--- config.mk ---
export PLATFORM = sky130hd
export DESIGN_NAME = cvxif_coproc_arbiter
export DESIGN_NICKNAME = d
export VERILOG_FILES = /design/src/rtl/cvxif_arb_pkg.sv /design/src/rtl/cvxif_coproc_arbiter_rr.sv /design/src/rtl/cvxif_coproc_arbiter.sv
export SDC_FILE = /design/constraint.sdc
export NUM_CORES = 1
export LEC_CHECK = 0
export ABC_AREA = 1
export BUFFER_PORTS_ARGS = -buffer_cell sky130_fd_sc_hd__buf_4
export CORE_AREA = 3 3 133 135
export DETAILED_ROUTE_END_ITERATION = 16
export DIE_AREA = 0 0 136 138
export SYNTH_ARGS = -nofsm -noshare
export SYNTH_HDL_FRONTEND = slang
export SYNTH_SLANG_ARGS = --single-unit
export TNS_END_PERCENT = 30
--- constraint.sdc ---
create_clock -name clk_i -period 4.95 [get_ports clk_i]
set_input_delay 0.99 -clock clk_i [delete_from_list [all_inputs] [get_ports clk_i]]
set_output_delay 0.99 -clock clk_i [all_outputs]
set_load 0.02 [all_outputs]
--- src/rtl/cvxif_arb_pkg.sv ---
// cvxif_arb_pkg: shared types for the CV-X-IF coprocessor arbiter.
// Holds the issue FSM state and the outstanding-table entry.
package cvxif_arb_pkg;

  localparam int unsigned OwnerW = 2;

  typedef enum logic [1:0] {
    IDLE,
    PROBE,
    RESP
  } issue_state_e;

  typedef struct packed {
    logic              valid;
    logic [OwnerW-1:0] owner;
  } ot_entry_t;

endpackage

--- src/rtl/cvxif_coproc_arbiter_rr.sv ---
// cvxif_result_rr: round-robin result grant with stall lock.
// Priority starts at ptr_q; a stalled grant is held until consumed.
module cvxif_result_rr #(
  parameter int unsigned NrCoproc = 2,
  parameter int unsigned IdxW     = 1
) (
  input  logic                clk_i,
  input  logic                rst_ni,
  input  logic [NrCoproc-1:0] req_i,
  input  logic                stall_i,
  input  logic                advance_i,
  output logic                gnt_vld_o,
  output logic [IdxW-1:0]     gnt_idx_o
);

  logic [IdxW-1:0] ptr_q;
  logic [IdxW-1:0] lock_idx_q;
  logic            lock_q;
  logic [IdxW-1:0] pick_idx;
  logic            pick_vld;

  // Scan from the farthest slot back so the nearest requester wins.
  always_comb begin
    int c;
    c        = 0;
    pick_vld = 1'b0;
    pick_idx = '0;
    for (int i = int'(NrCoproc) - 1; i >= 0; i--) begin
      c = int'(ptr_q) + i;
      if (c >= int'(NrCoproc)) c = c - int'(NrCoproc);
      if (req_i[IdxW'(c)]) begin
        pick_vld = 1'b1;
        pick_idx = IdxW'(c);
      end
    end
  end

  assign gnt_idx_o = lock_q ? lock_idx_q : pick_idx;
  assign gnt_vld_o = lock_q ? req_i[lock_idx_q] : pick_vld;

  // Pointer moves past the consumed source; lock follows the stall.
  always_ff @(posedge clk_i or negedge rst_ni) begin
    if (!rst_ni) begin
      ptr_q      <= '0;
      lock_q     <= 1'b0;
      lock_idx_q <= '0;
    end else begin
      lock_q <= stall_i;
      if (stall_i) lock_idx_q <= gnt_idx_o;
      if (advance_i) begin
        if (gnt_idx_o == IdxW'(NrCoproc - 1)) ptr_q <= '0;
        else ptr_q <= gnt_idx_o + 1'b1;
      end
    end
  end

endmodule

--- src/rtl/cvxif_coproc_arbiter.sv ---
// cvxif_coproc_arbiter: sequential issue probe and result merge.
// CVXIF_ARB_PERF_EN adds saturating accept/reject counters.
module cvxif_coproc_arbiter
  import cvxif_arb_pkg::*;
#(
  parameter int unsigned NrCoproc = 2,
  parameter int unsigned IdWidth  = 3,
  parameter int unsigned XLEN     = 64
) (
  input  logic                               clk_i,
  input  logic                               rst_ni,
  input  logic                               flush_i,
  input  logic                               issue_valid_i,
  output logic                               issue_ready_o,
  input  logic [31:0]                        issue_instr_i,
  input  logic [IdWidth-1:0]                 issue_id_i,
  output logic                               issue_accept_o,
  output logic                               issue_writeback_o,
  output logic [NrCoproc-1:0]                cp_issue_valid_o,
  input  logic [NrCoproc-1:0]                cp_issue_ready_i,
  input  logic [NrCoproc-1:0]                cp_issue_accept_i,
  input  logic [NrCoproc-1:0]                cp_issue_writeback_i,
  output logic [31:0]                        cp_issue_instr_o,
  output logic [IdWidth-1:0]                 cp_issue_id_o,
  input  logic [NrCoproc-1:0]                cp_result_valid_i,
  output logic [NrCoproc-1:0]                cp_result_ready_o,
  input  logic [NrCoproc-1:0][IdWidth-1:0]   cp_result_id_i,
  input  logic [NrCoproc-1:0][XLEN-1:0]      cp_result_data_i,
  input  logic [NrCoproc-1:0][4:0]           cp_result_rd_i,
  input  logic [NrCoproc-1:0]                cp_result_we_i,
  output logic                               result_valid_o,
  input  logic                               result_ready_i,
  output logic [IdWidth-1:0]                 result_id_o,
  output logic [XLEN-1:0]                    result_data_o,
  output logic [4:0]                         result_rd_o,
  output logic                               result_we_o,
  output logic                               spurious_o,
  output logic [15:0]                        perf_accept_cnt_o,
  output logic [15:0]                        perf_reject_cnt_o
);

  localparam int unsigned IdxW  = $clog2(NrCoproc);
  localparam int unsigned NrIds = 2 ** IdWidth;

  issue_state_e         state_q, state_d;
  logic [IdxW-1:0]      k_q, k_d;
  logic                 acc_q, acc_d;
  logic                 wb_q, wb_d;
  logic [31:0]          instr_q;
  logic [IdWidth-1:0]   id_q;
  logic                 lat_en;
  logic                 set_en;
  ot_entry_t [NrIds-1:0] ot_q;

  logic [IdxW-1:0]      gnt_idx;
  logic                 gnt_vld;
  logic [IdWidth-1:0]   src_id;
  ot_entry_t            src_ent;
  logic                 legit;
  logic                 res_hs;
  logic                 drop;
  logic                 stall;

  assign cp_issue_instr_o = instr_q;
  assign cp_issue_id_o    = id_q;

  // Issue FSM: probe coprocessors in index order, answer in RESP.
  always_comb begin
    state_d           = state_q;
    k_d               = k_q;
    acc_d             = acc_q;
    wb_d              = wb_q;
    lat_en            = 1'b0;
    set_en            = 1'b0;
    cp_issue_valid_o  = '0;
    issue_ready_o     = 1'b0;
    issue_accept_o    = 1'b0;
    issue_writeback_o = 1'b0;
    if (flush_i) begin
      state_d = IDLE;
      k_d     = '0;
    end else begin
      unique case (state_q)
        IDLE: begin
          if (issue_valid_i) begin
            lat_en = 1'b1;
            k_d    = '0;
            if (ot_q[issue_id_i].valid) begin
              acc_d   = 1'b0;
              wb_d    = 1'b0;
              state_d = RESP;
            end else begin
              state_d = PROBE;
            end
          end
        end
        PROBE: begin
          cp_issue_valid_o[k_q] = 1'b1;
          if (cp_issue_ready_i[k_q]) begin
            if (cp_issue_accept_i[k_q]) begin
              set_en  = 1'b1;
              acc_d   = 1'b1;
              wb_d    = cp_issue_writeback_i[k_q];
              state_d = RESP;
            end else if (k_q == IdxW'(NrCoproc - 1)) begin
              acc_d   = 1'b0;
              wb_d    = 1'b0;
              state_d = RESP;
            end else begin
              k_d = k_q + 1'b1;
            end
          end
        end
        RESP: begin
          issue_ready_o     = 1'b1;
          issue_accept_o    = acc_q;
          issue_writeback_o = wb_q;
          k_d               = '0;
          state_d           = IDLE;
        end
        default: state_d = IDLE;
      endcase
    end
  end

  // Issue state, probe index and the captured instruction.
  always_ff @(posedge clk_i or negedge rst_ni) begin
    if (!rst_ni) begin
      state_q <= IDLE;
      k_q     <= '0;
      acc_q   <= 1'b0;
      wb_q    <= 1'b0;
      instr_q <= '0;
      id_q    <= '0;
    end else begin
      state_q <= state_d;
      k_q     <= k_d;
      acc_q   <= acc_d;
      wb_q    <= wb_d;
      if (lat_en) begin
        instr_q <= issue_instr_i;
        id_q    <= issue_id_i;
      end
    end
  end

  cvxif_result_rr #(
    .NrCoproc (NrCoproc),
    .IdxW     (IdxW)
  ) u_rr (
    .clk_i     (clk_i),
    .rst_ni    (rst_ni),
    .req_i     (cp_result_valid_i),
    .stall_i   (stall),
    .advance_i (res_hs | drop),
    .gnt_vld_o (gnt_vld),
    .gnt_idx_o (gnt_idx)
  );

  assign src_id  = cp_result_id_i[gnt_idx];
  assign src_ent = ot_q[src_id];
  assign legit   = src_ent.valid &&
                   (src_ent.owner == OwnerW'(gnt_idx));

  assign result_valid_o = gnt_vld && legit;
  assign result_id_o    = src_id;
  assign result_data_o  = cp_result_data_i[gnt_idx];
  assign result_rd_o    = cp_result_rd_i[gnt_idx];
  assign result_we_o    = cp_result_we_i[gnt_idx];

  assign res_hs = result_valid_o && result_ready_i;
  assign drop   = gnt_vld && !legit;
  assign stall  = result_valid_o && !result_ready_i;

  // Granted source is released on a core handshake or a drop.
  always_comb begin
    cp_result_ready_o = '0;
    if (res_hs || drop) cp_result_ready_o[gnt_idx] = 1'b1;
  end

  // Outstanding table; a set overrides a clear of the same ID.
  always_ff @(posedge clk_i or negedge rst_ni) begin
    if (!rst_ni) begin
      ot_q <= '0;
    end else if (flush_i) begin
      ot_q <= '0;
    end else begin
      if (res_hs) ot_q[src_id].valid <= 1'b0;
      if (set_en) begin
        ot_q[id_q].valid <= 1'b1;
        ot_q[id_q].owner <= OwnerW'(k_q);
      end
    end
  end

  // Sticky flag for results that did not match the table.
  always_ff @(posedge clk_i or negedge rst_ni) begin
    if (!rst_ni) spurious_o <= 1'b0;
    else if (drop) spurious_o <= 1'b1;
  end

`ifdef CVXIF_ARB_PERF_EN
  logic [15:0] acc_cnt_q;
  logic [15:0] rej_cnt_q;

  // Saturating counters bumped on each issue response.
  always_ff @(posedge clk_i or negedge rst_ni) begin
    if (!rst_ni) begin
      acc_cnt_q <= '0;
      rej_cnt_q <= '0;
    end else if (issue_ready_o) begin
      if (acc_q) begin
        if (acc_cnt_q != 16'hFFFF) acc_cnt_q <= acc_cnt_q + 16'd1;
      end else begin
        if (rej_cnt_q != 16'hFFFF) rej_cnt_q <= rej_cnt_q + 16'd1;
      end
    end
  end

  assign perf_accept_cnt_o = acc_cnt_q;
  assign perf_reject_cnt_o = rej_cnt_q;
`else
  assign perf_accept_cnt_o = '0;
  assign perf_reject_cnt_o = '0;
`endif

endmodule

After elaboration in Yosys (flattened, before gate mapping)
Index checks and enable logic that the tools add are counted.
{"block": "totals", "reg_bits": 68, "latch_bits": 0, "ram_bits": 0, "mem_bits_ro": 0, "input_bits": 194, "output_inout_bits": 149, "word_cells": 164, "mem_count": 0}
{"block": "classes", "add_sub_neg": 5, "multipliers": 0, "div_mod_pow": 0, "order_cmp": 14, "eq_ne": 11, "shift": 0, "mux": 88, "bitwise_logic": 2, "reduce_logical": 18}
{"op": "$mux W64", "count": 2}
{"op": "$mux W24", "count": 4}
{"op": "$bwmux W24", "count": 3}
{"op": "$mux W1", "count": 50}
{"op": "$demux W3 S3", "count": 3}
{"op": "$mux W2", "count": 10}
{"op": "$bmux W3 S3", "count": 2}
{"op": "$mux W3", "count": 6}
{"op": "$lt A3 B4 Y1 const B", "count": 3}
{"op": "$ne A3 B3 Y1 const B", "count": 4}
{"op": "$mux W5", "count": 2}
{"op": "$logic_and A1 B1 Y1", "count": 9}
{"op": "$ge A3 B1 Y1 const B", "count": 2}
{"op": "$lt A1 B2 Y1 const B", "count": 3}
{"op": "$lt A1 B3 Y1 const B", "count": 2}
{"op": "$ne A2 B2 Y1 const B", "count": 3}
{"op": "$reduce_and A6 Y1", "count": 1}
{"op": "$ne A4 B4 Y1 const B", "count": 1}
{"op": "$pmux W1 S2", "count": 2}
{"op": "$pmux W2 S2", "count": 1}
{"op": "$reduce_and A4 Y1", "count": 1}
{"op": "$reduce_bool A4 Y1", "count": 1}
{"op": "$pmux W1 S3", "count": 1}
{"op": "$reduce_and A3 Y1", "count": 1}
{"op": "16 further kinds", "count": 21}

Longest topological paths before layout
Gate-level depths: netlist (run 1).
{"block": "logic_depth", "word_depth": 23, "ltp_mapped": 17, "depth_no_buf": 16}

Modules after synthesis
Synthesis (run 1) repeated with hierarchy kept, for this count alone.
{"block": "unflattened", "cells_unflattened": 616, "hier_area_um2": 4164.0}
{"mod": "cvxif_coproc_arbiter", "instances": 1, "cells_each": 595, "area_each_um2": 4013.8, "seq_area_each_um2": 1426.4}
{"mod": "cvxif_result_rr", "instances": 1, "cells_each": 21, "area_each_um2": 150.1, "seq_area_each_um2": 75.1}

Worst setup path after synthesis (run 1)
OpenSTA, ideal clock, no wires.
{"block": "synth_path", "path_kind": "input port to output port", "start": "input cp_result_valid_i[0]", "end": "output cp_result_ready_o[0]", "t_arrival_ps": 2434, "path_slack_ps": 1526, "stages": 14, "n_path_buf": 0, "path_cell_list": "nand2_1 -> nand2_4 -> nand2_4 -> nand2_1 -> nand2_1 -> nor2_1 -> nand3_2 -> nand2_2 -> nor2_4 -> nor2_1 -> nor2_4 -> a21oi_1 -> nand2_1 -> inv_1"}
{"block": "synth_via", "elab_chain_cells": 15, "word_cells_on_any_way": 29}
{"element": "start, declared", "line_no": "cvxif_coproc_arbiter.sv:25", "source": "input logic [NrCoproc-1:0] cp_result_valid_i,"}
{"element": "$mux W1 (not written as such) (2 in a row)", "line_no": "cvxif_coproc_arbiter_rr.sv:31", "source": "if (req_i[IdxW'(c)]) begin"}
{"element": "$mux W1", "line_no": "cvxif_coproc_arbiter_rr.sv:31"}
{"element": "$mux W1 (*)", "line_no": "cvxif_coproc_arbiter_rr.sv:31"}
{"element": "$mux W1 (*)", "line_no": "cvxif_coproc_arbiter_rr.sv:38", "source": "assign gnt_idx_o = lock_q ? lock_idx_q : pick_idx;"}
{"element": "$mux W3 (not written as such) (*) (2 in a row)", "line_no": "cvxif_coproc_arbiter.sv:160", "source": "assign src_id = cp_result_id_i[gnt_idx];"}
{"element": "named net result_id_o[1]", "line_no": "cvxif_coproc_arbiter.sv:33", "source": "output logic [IdWidth-1:0] result_id_o,"}
{"element": "$bmux W3 S3 (*)", "line_no": "cvxif_coproc_arbiter.sv:161", "source": "assign src_ent = ot_q[src_id];"}
{"element": "$mux W3 (not written as such) (*)", "line_no": "cvxif_coproc_arbiter.sv:161"}
{"element": "$eq A2 B1 Y1", "line_no": "cvxif_coproc_arbiter.sv:163", "source": "(src_ent.owner == OwnerW'(gnt_idx));"}
{"element": "$logic_and A1 B1 Y1 (*)", "line_no": "cvxif_coproc_arbiter.sv:162", "source": "assign legit = src_ent.valid &&"}
{"element": "$logic_and A1 B1 Y1 or $logic_not A1 Y1 (tied branches)", "line_no": "cvxif_coproc_arbiter.sv:165, cvxif_coproc_arbiter.sv:172"}
{"element": "$logic_and A1 B1 Y1 (on tied branches)", "line_no": "cvxif_coproc_arbiter.sv:171, cvxif_coproc_arbiter.sv:172"}
{"element": "$logic_or A1 B1 Y1 (*)", "line_no": "cvxif_coproc_arbiter.sv:178", "source": "if (res_hs || drop) cp_result_ready_o[gnt_idx] = 1'b1;"}
{"element": "$mux W2 (*)", "line_no": "cvxif_coproc_arbiter.sv:178"}
{"element": "end, declared", "line_no": "cvxif_coproc_arbiter.sv:26", "source": "output logic [NrCoproc-1:0] cp_result_ready_o,"}
Mark *: on every way through the listed nets, which the timed path passes. The rest lies on a longest branch. The select of a mux whose other input is x is not followed.

Worst setup path after layout (run 1)
{"block": "layout_path", "start": "input cp_result_valid_i[0]", "end": "output cp_result_ready_o[0]"}
{"block": "layout_via", "elab_chain_cells": 15, "word_cells_on_any_way": 29}
{"element": "$mux W1 (not written as such) (2 in a row)", "line_no": "cvxif_coproc_arbiter_rr.sv:31"}
{"element": "$mux W1 (2 in a row)", "line_no": "cvxif_coproc_arbiter_rr.sv:31"}
{"element": "$mux W1", "line_no": "cvxif_coproc_arbiter_rr.sv:38"}
{"element": "$mux W3 (not written as such) (2 in a row)", "line_no": "cvxif_coproc_arbiter.sv:160"}
{"element": "$bmux W3 S3", "line_no": "cvxif_coproc_arbiter.sv:161"}
{"element": "$mux W3 (not written as such)", "line_no": "cvxif_coproc_arbiter.sv:161"}
{"element": "$eq A2 B1 Y1", "line_no": "cvxif_coproc_arbiter.sv:163"}
{"element": "$logic_and A1 B1 Y1", "line_no": "cvxif_coproc_arbiter.sv:162"}
{"element": "$logic_and A1 B1 Y1 or $logic_not A1 Y1 (tied branches)", "line_no": "cvxif_coproc_arbiter.sv:165, cvxif_coproc_arbiter.sv:172"}
{"element": "$logic_and A1 B1 Y1 (on tied branches)", "line_no": "cvxif_coproc_arbiter.sv:171, cvxif_coproc_arbiter.sv:172"}
{"element": "$logic_or A1 B1 Y1", "line_no": "cvxif_coproc_arbiter.sv:178"}
{"element": "$mux W2 (*)", "line_no": "cvxif_coproc_arbiter.sv:178"}
Every way passes the cells marked *; elsewhere a longest branch is shown, timed or not. The select of a mux whose other input is x is not followed.

==> results.txt, run 1 <==
Port Buf Inserts: 310
Hold Worst Slack: 0.481 ns
I/O pin cnt: 343
core area: 16,600 um2
endpoints failing hold: 0
Area growth syn-to-layout: 64.3%
setup bufs post-CTS: 0
FF-to-FF Start: u_rr.lock_q$_DFF_PN0_
H-Tree Level Count: 3
die width: 136 um
Gate Count Post-Synth: 621
Initial Utilization: 25.3%
TNS Setup: 0 ns
ys async rst share: 100%
# DRC: 0
minimum clock period: 3.78 ns
clk sinks: 60
final setup fails: 0
Seq/Total Area, Yosys: 35.7%
Avg Inst Size Synth: 6.77 um2
Post-synth EDFFs: 0
root buffer cell: clkbuf_16
Final GP Congestion: 0.831
GR Util All Layers: 18.4%
Die H: 138 um
Worst Min Path Start: spurious_o$_DFFE_PN0P_
die area: 18,800 um2
pre-CTS WS: 1.15 ns
DP HPWL: 14,900 um
WL/cell: 15.9 um
CP startpoint: cp_result_valid_i[0]
worst hold path type: reg -> reg
NetSw: 0.00176 W
largest net degree at the start of global routing: 74
Worst Setup Path Type: in -> out
global-route wire length before repair: 26,700 um
Crit path required time: 3.96 ns
Diodes inserted: 0
internal power: 0.00199 W
Worst Path Max Fanout: 12
synthesized flop and latch total: 60
clock-pin slew on the worst setup and hold paths: 0.05 ns
min setup slack post-route: 1.17 ns
initial DRC count: 193
layout cell share with drive strength beyond 1: 41.0%
vias in the first global route: 4,749
Unique masters post-synth: 31
drt pass-1 iters: 4
antenna viol nets, final: 0
Max-Cap Viols: 0
Via density: 4.30
WP data arrival: 2.79 ns
CP Launch Type: input port
period utilization: 76.3%
FMAX: 0.265 GHz
Max clock buf depth: 2
GR Overflow Total: 0
antenna violations before repair: 0
CTS buffer count: 9
DR vias: 4,905
hold buffer count at CTS: 0
power per cell area: 544 nW/um2
max_slew headroom: 46.9%
NumNets Final: 1,110
CTS tree: built
Synth Cell Area: 4200 um2
synth warn: 0
Skew-Pair Late Insertion Delay: 0.33 ns
clock share of power: 18.1%
Sw Ratio: 46.9%
Setup Skew: 0.00538 ns
CP Capture Type: output port
Detailed Route WL: 18,100 um
Leakage: 3.88 nW
unrepaired setup endpoints after global routing: no
actual slew at the worst max-slew pin: 0.796 ns
Power Total: 0.00375 W
post-layout util: 41.6%
outcome: completed
Final Slew Violations: 0
sequential share of power: 20.3%
combinational power share: 61.6%
peak supply drop: 0.343 mV
FP Rows: 47
post-CTS sizing: 0
Top FF cell, synth: dfrtp_1
==> state kept, by name, summed over array words and instances (netlist names) <==
name              count
acc_q                 1
cp_issue_id_o         3
cp_issue_instr_o     32
k_q                   1
ot_q                 16
spurious_o            1
state_q               2
u_rr.lock_idx_q       1
u_rr.lock_q           1
u_rr.ptr_q            1
wb_q                  1
==> cells by family (layout without fill, tap and decap cells) <==
group / after synthesis / count (layout) / synth area share [%]
and+or+nand+nor: 392 / 392 / 38.7
buffers and inverters: 102 / 371 / 12.4
DFF: 60 / 60 / 35.7
AOI/OAI and AO/OA: 33 / 33 / 4.20
muxes: 33 / 33 / 8.81
other: 1 / 32 / 0.0893
==> synth_stat cells, types with 3 or more instances <==
library cell / count / share of area (%)
o21ai_0: 16 / 1.9
buf_1: 9 / 0.80
nand2_1: 291 / 26
buf_2: 4 / 0.48
dfrtp_1: 60 / 36
nand3_1: 33 / 3.9
nand4_1: 8 / 1.2
o21ai_1: 3 / 0.36
nor2_1: 41 / 3.7
a21oi_1: 8 / 0.95
clkbuf_1: 13 / 1.2
buf_4: 32 / 5.7
mux2_2: 32 / 8.6
nand2_2: 6 / 0.89
nor3_1: 3 / 0.36
inv_1: 40 / 3.6
==> power groups by stage <==
stage          registers [W]  logic (W)  clock network (W)
2_1_floorplan       0.000913    0.00122                  0
3_3_place_gp        0.000765    0.00234                  0
3_5_place_dp        0.000768    0.00234                  0
4_1_cts             0.000763    0.00235           0.000704
5_1_grt             0.000784    0.00250           0.000729
6_report            0.000762    0.00231           0.000678
==> routing by layer <==
| metal | up-vias | wire length, um | GRT usage [%] |
|---|---|---|---|
| met4 | 0 | 743 | 8.01 |
| li1 | 2462 | - | - |
| met5 | - | 0 | 0 |
| met1 | 2201 | 6980 | 21.7 |
| met2 | 219 | 8410 | 29.9 |
| met3 | 23 | 1970 | 6.80 |
==> critical path, stage by stage <==
cell,delay [ns]
buf_4,0.10
nand2_1,0.07
nand2_4,0.11
nand2_4,0.09
nand2_1,0.07
nand2_1,0.10
nor2_1,0.16
nand3_1,0.09
nand2_1,0.14
nor2_4,0.05
nand2_2,0.06
nand2_2,0.06
nor2_4,0.23
a21oi_1,0.10
nand2_1,0.13
inv_1,0.07
buf_4,0.16
==> worst paths after layout <==
| path | end | slack (ns) | cells past startpoint |
|---|---|---|---|
| setup reg to reg | u_rr.lock_idx_q$_DFFE_PN0P_ | 2.81 | 12 |
| min in group asynchronous | cp_issue_instr_o[23]$_DFFE_PN0P_ | 0.74 | 1 |
| setup / recovery | cp_result_ready_o[0] | 1.17 | 17 |
| hold / removal | spurious_o$_DFFE_PN0P_ | 0.48 | 1 |
| max in group asynchronous | u_rr.lock_q$_DFF_PN0_ | 3.68 | 1 |
| hold reg to reg | spurious_o$_DFFE_PN0P_ | 0.48 | 1 |
==> cell type report <==
cell class,count,area (um2)
clock buffers,9,225
clock inverters,7,100
fillers,1744,9680
inverters,42,158
multi-input cells,490,2290
flip-flops and latches,60,1500
well taps,220,275
repair buffers,313,2350
==> layout by cell type, fill, tap and decap left out, drive strengths merged, types with 3 or more instances in the layout <==
cell / netlist / layout
nor2: 43 / 43
buf: 47 / 313
inv: 42 / 43
dfrtp: 60 / 60
clkinv: 0 / 4
o21ai: 19 / 19
a21oi: 8 / 8
clkbuf: 13 / 9
mux2: 32 / 32
nand2: 299 / 299
nand4: 8 / 8
nor3: 3 / 3
conb: 1 / 32
nand3: 37 / 37
==> through the flow <==
step           cell area (um2)  cells
2_1_floorplan             4320    652
3_3_place_gp              6580   1125
3_5_place_dp              6580   1125
4_1_cts                   6900   1141
5_1_grt                   6900   1141
6_report                  6900   1141
Note: power is estimated with default switching activity, not from simulation.
==> run 2: changes to the inputs <==
- CORE_AREA: 3 3 133 135 -> 3 3 131 133
- DIE_AREA: 0 0 136 138 -> 0 0 134 136
- clock period: 4.95 -> 3.7 ns (I/O delays scaled with it)
==> run 2 against run 1 <==
Clock-buffer cell count up 1. Routed wire length up 2.2%. Sequential power up 35%. Power up 34%. Via count up 0.10%. Cell count down 0.44%. Core utilization up 1.6 points. Critical path depth unchanged. Largest cell class unchanged. Largest power group unchanged. Highest routed layer is now met5.
==> results.txt, run 2 (synthesized netlist as in run 1, its figures left out) <==
hold buffer count at CTS: 0
Worst R2R Setup Slack: 1.55 ns
Initial Utilization: 26.4%
FMAX: 0.309 GHz
FF/Latch Area: 1500 um2
max_slew headroom: 48.5%
most frequent cells in the layout: buf_4 (313), nand2_1 (291), dfrtp_1 (60), nor2_1 (41), inv_1 (40)
placed cells: 1,121
Max clock buf depth: 2
Skew-Pair Late Insertion Delay: 0.33 ns
CP cell instances: buf_4, nand2_1, nand2_4, nand2_4, nand2_1, nand2_1, nor2_1, nand3_2, nand2_2, nor2_4, nand2_2, nand2_2, nor2_4, a21oi_1, nand2_1, inv_1, buf_4
drt pass-1 iters: 4
vias in the first global route: 4,725
initial DRC count: 215
antenna viol nets, final: 0
CP startpoint: cp_result_valid_i[0]
FF-to-FF Start: k_q$_DFFE_PN0P_
global-route wire length before repair: 26,600 um
Leakage: 3.87 nW
DP HPWL: 15,200 um
Max-Cap Viols: 0
period utilization: 87.5%
I/O pin cnt: 343
Crit path top cell by count: nand2_1
R2R cell count: 7
clock-pin slew on the worst setup and hold paths: 0.05 ns
endpoints failing hold: 0
Via density: 4.32
root buffer cell: clkbuf_16
Setup Skew: 0.00642 ns
core area: 15,900 um2
final setup fails: 0
DR vias: 4,910
NumNets Final: 1,110
Crit path required time: 2.96 ns
Multi-input gate area: 2290 um2
power per cell area: 731 nW/um2
Slowest-stage cell, CP: nor2_4
GR Overflow Total: 0
fillers: 1,665
H-Tree Level Count: 3
worst hold path type: in -> async
Area growth syn-to-layout: 64.1%
Crit Reg-Reg Endpoint: ot_q[0]$_DFFE_PN0P_
actual slew at the worst max-slew pin: 0.772 ns
layout cell share with drive strength beyond 1: 41.0%
unrepaired setup endpoints after global routing: no
Largest register FFs: 32
CTS buffer count: 9
Port Buf Inserts: 310
CTS tree: built
outcome: completed
Final GP Congestion: 0.852
GR Util All Layers: 19.1%
CP Capture Type: output port
minimum clock period: 3.24 ns
FP Rows: 46
Diodes inserted: 0
Worst Setup Path Type: in -> out
setup bufs post-CTS: 0
WP data arrival: 2.50 ns
Worst Path Max Fanout: 12
Detailed Route WL: 18,500 um
peak supply drop: 0.545 mV
# DRC: 0
clk sinks: 60
CP Launch Type: input port
die width: 134 um
antenna violations before repair: 1
TNS Setup: 0 ns
WL/cell: 16.3 um
Setup crit end: cp_result_ready_o[0]
post-CTS sizing: 0
non-filler cells, final: 1,136
Hold Worst Slack: 0.492 ns
Final Slew Violations: 0
die area: 18,200 um2
worst stage delay on the critical path: 0.24 ns
Die H: 136 um
leading cell type in the layout, fill and taps excluded: buf_4
largest net degree at the start of global routing: 72
run 2: cell count changes in the layout (fill, tap and decap cells not counted), sizes merged:
cell and change:
clkinvlp +1, clkinv -3, clkbuf +1
run 2: worst min-delay path by stage:
stage	startpoint	endpoint	slack [ns]
CTS	cp_issue_instr_o[3]$_DFFE_PN0P_	cp_issue_instr_o[3]$_DFFE_PN0P_	0.51
global placement	spurious_o$_DFFE_PN0P_	spurious_o$_DFFE_PN0P_	0.48
detailed placement	cp_issue_instr_o[18]$_DFFE_PN0P_	cp_issue_instr_o[18]$_DFFE_PN0P_	0.49
finish	rst_ni	cp_issue_instr_o[21]$_DFFE_PN0P_	0.49
floorplan	rst_ni	acc_q$_DFFE_PN0P_	0.44
global route	cp_issue_instr_o[29]$_DFFE_PN0P_	cp_issue_instr_o[29]$_DFFE_PN0P_	0.51
run 2: where the power goes:
part           leakage (nW)  switching (W)  internal (W)
clock                 0.155       0.000300      0.000607
combinational          2.97        0.00191       0.00120
sequential            0.746       0.000150      0.000875
total                  3.87        0.00236       0.00268
run 2: layout make-up:
type,count,share of cell area (%)
clock inverters,5,1.23
multi-input cells,490,33.3
well taps,216,3.92
repair buffers,313,34.1
inverters,42,2.29
clock buffers,10,3.47
flip-flops and latches,60,21.8
run 2: metal layers:
| layer | part of all wire, % | vias to the layer above | track usage (%) |
|---|---|---|---|
| li1 | - | 2464 | - |
| met1 | 41 | 2192 | 24.0 |
| met3 | 9.3 | 24 | 6.14 |
| met2 | 47 | 228 | 30.9 |
| met5 | 0.070 | - | 0 |
| met4 | 2.5 | 2 | 6.80 |
run 2: worst max-delay path, delay by kind of cell:
family                 cells  cell delay (ns)
AOI/OAI and AO/OA          1             0.10
and+or+nand+nor           13             1.36
buffers and inverters      3             0.28
run 2: metrics by stage:
stage	total power, W	utilization [%]	worst slack (ns)	area [um2]
3_5_place_dp	0.00417	41.2	0.439	6570
2_1_floorplan	0.00285	-	0.776	4320
4_1_cts	0.00511	43.3	0.439	6900
5_1_grt	0.00538	43.3	0.189	6900
3_3_place_gp	0.00416	41.2	0.464	6570
6_report	0.00504	43.3	0.461	6900
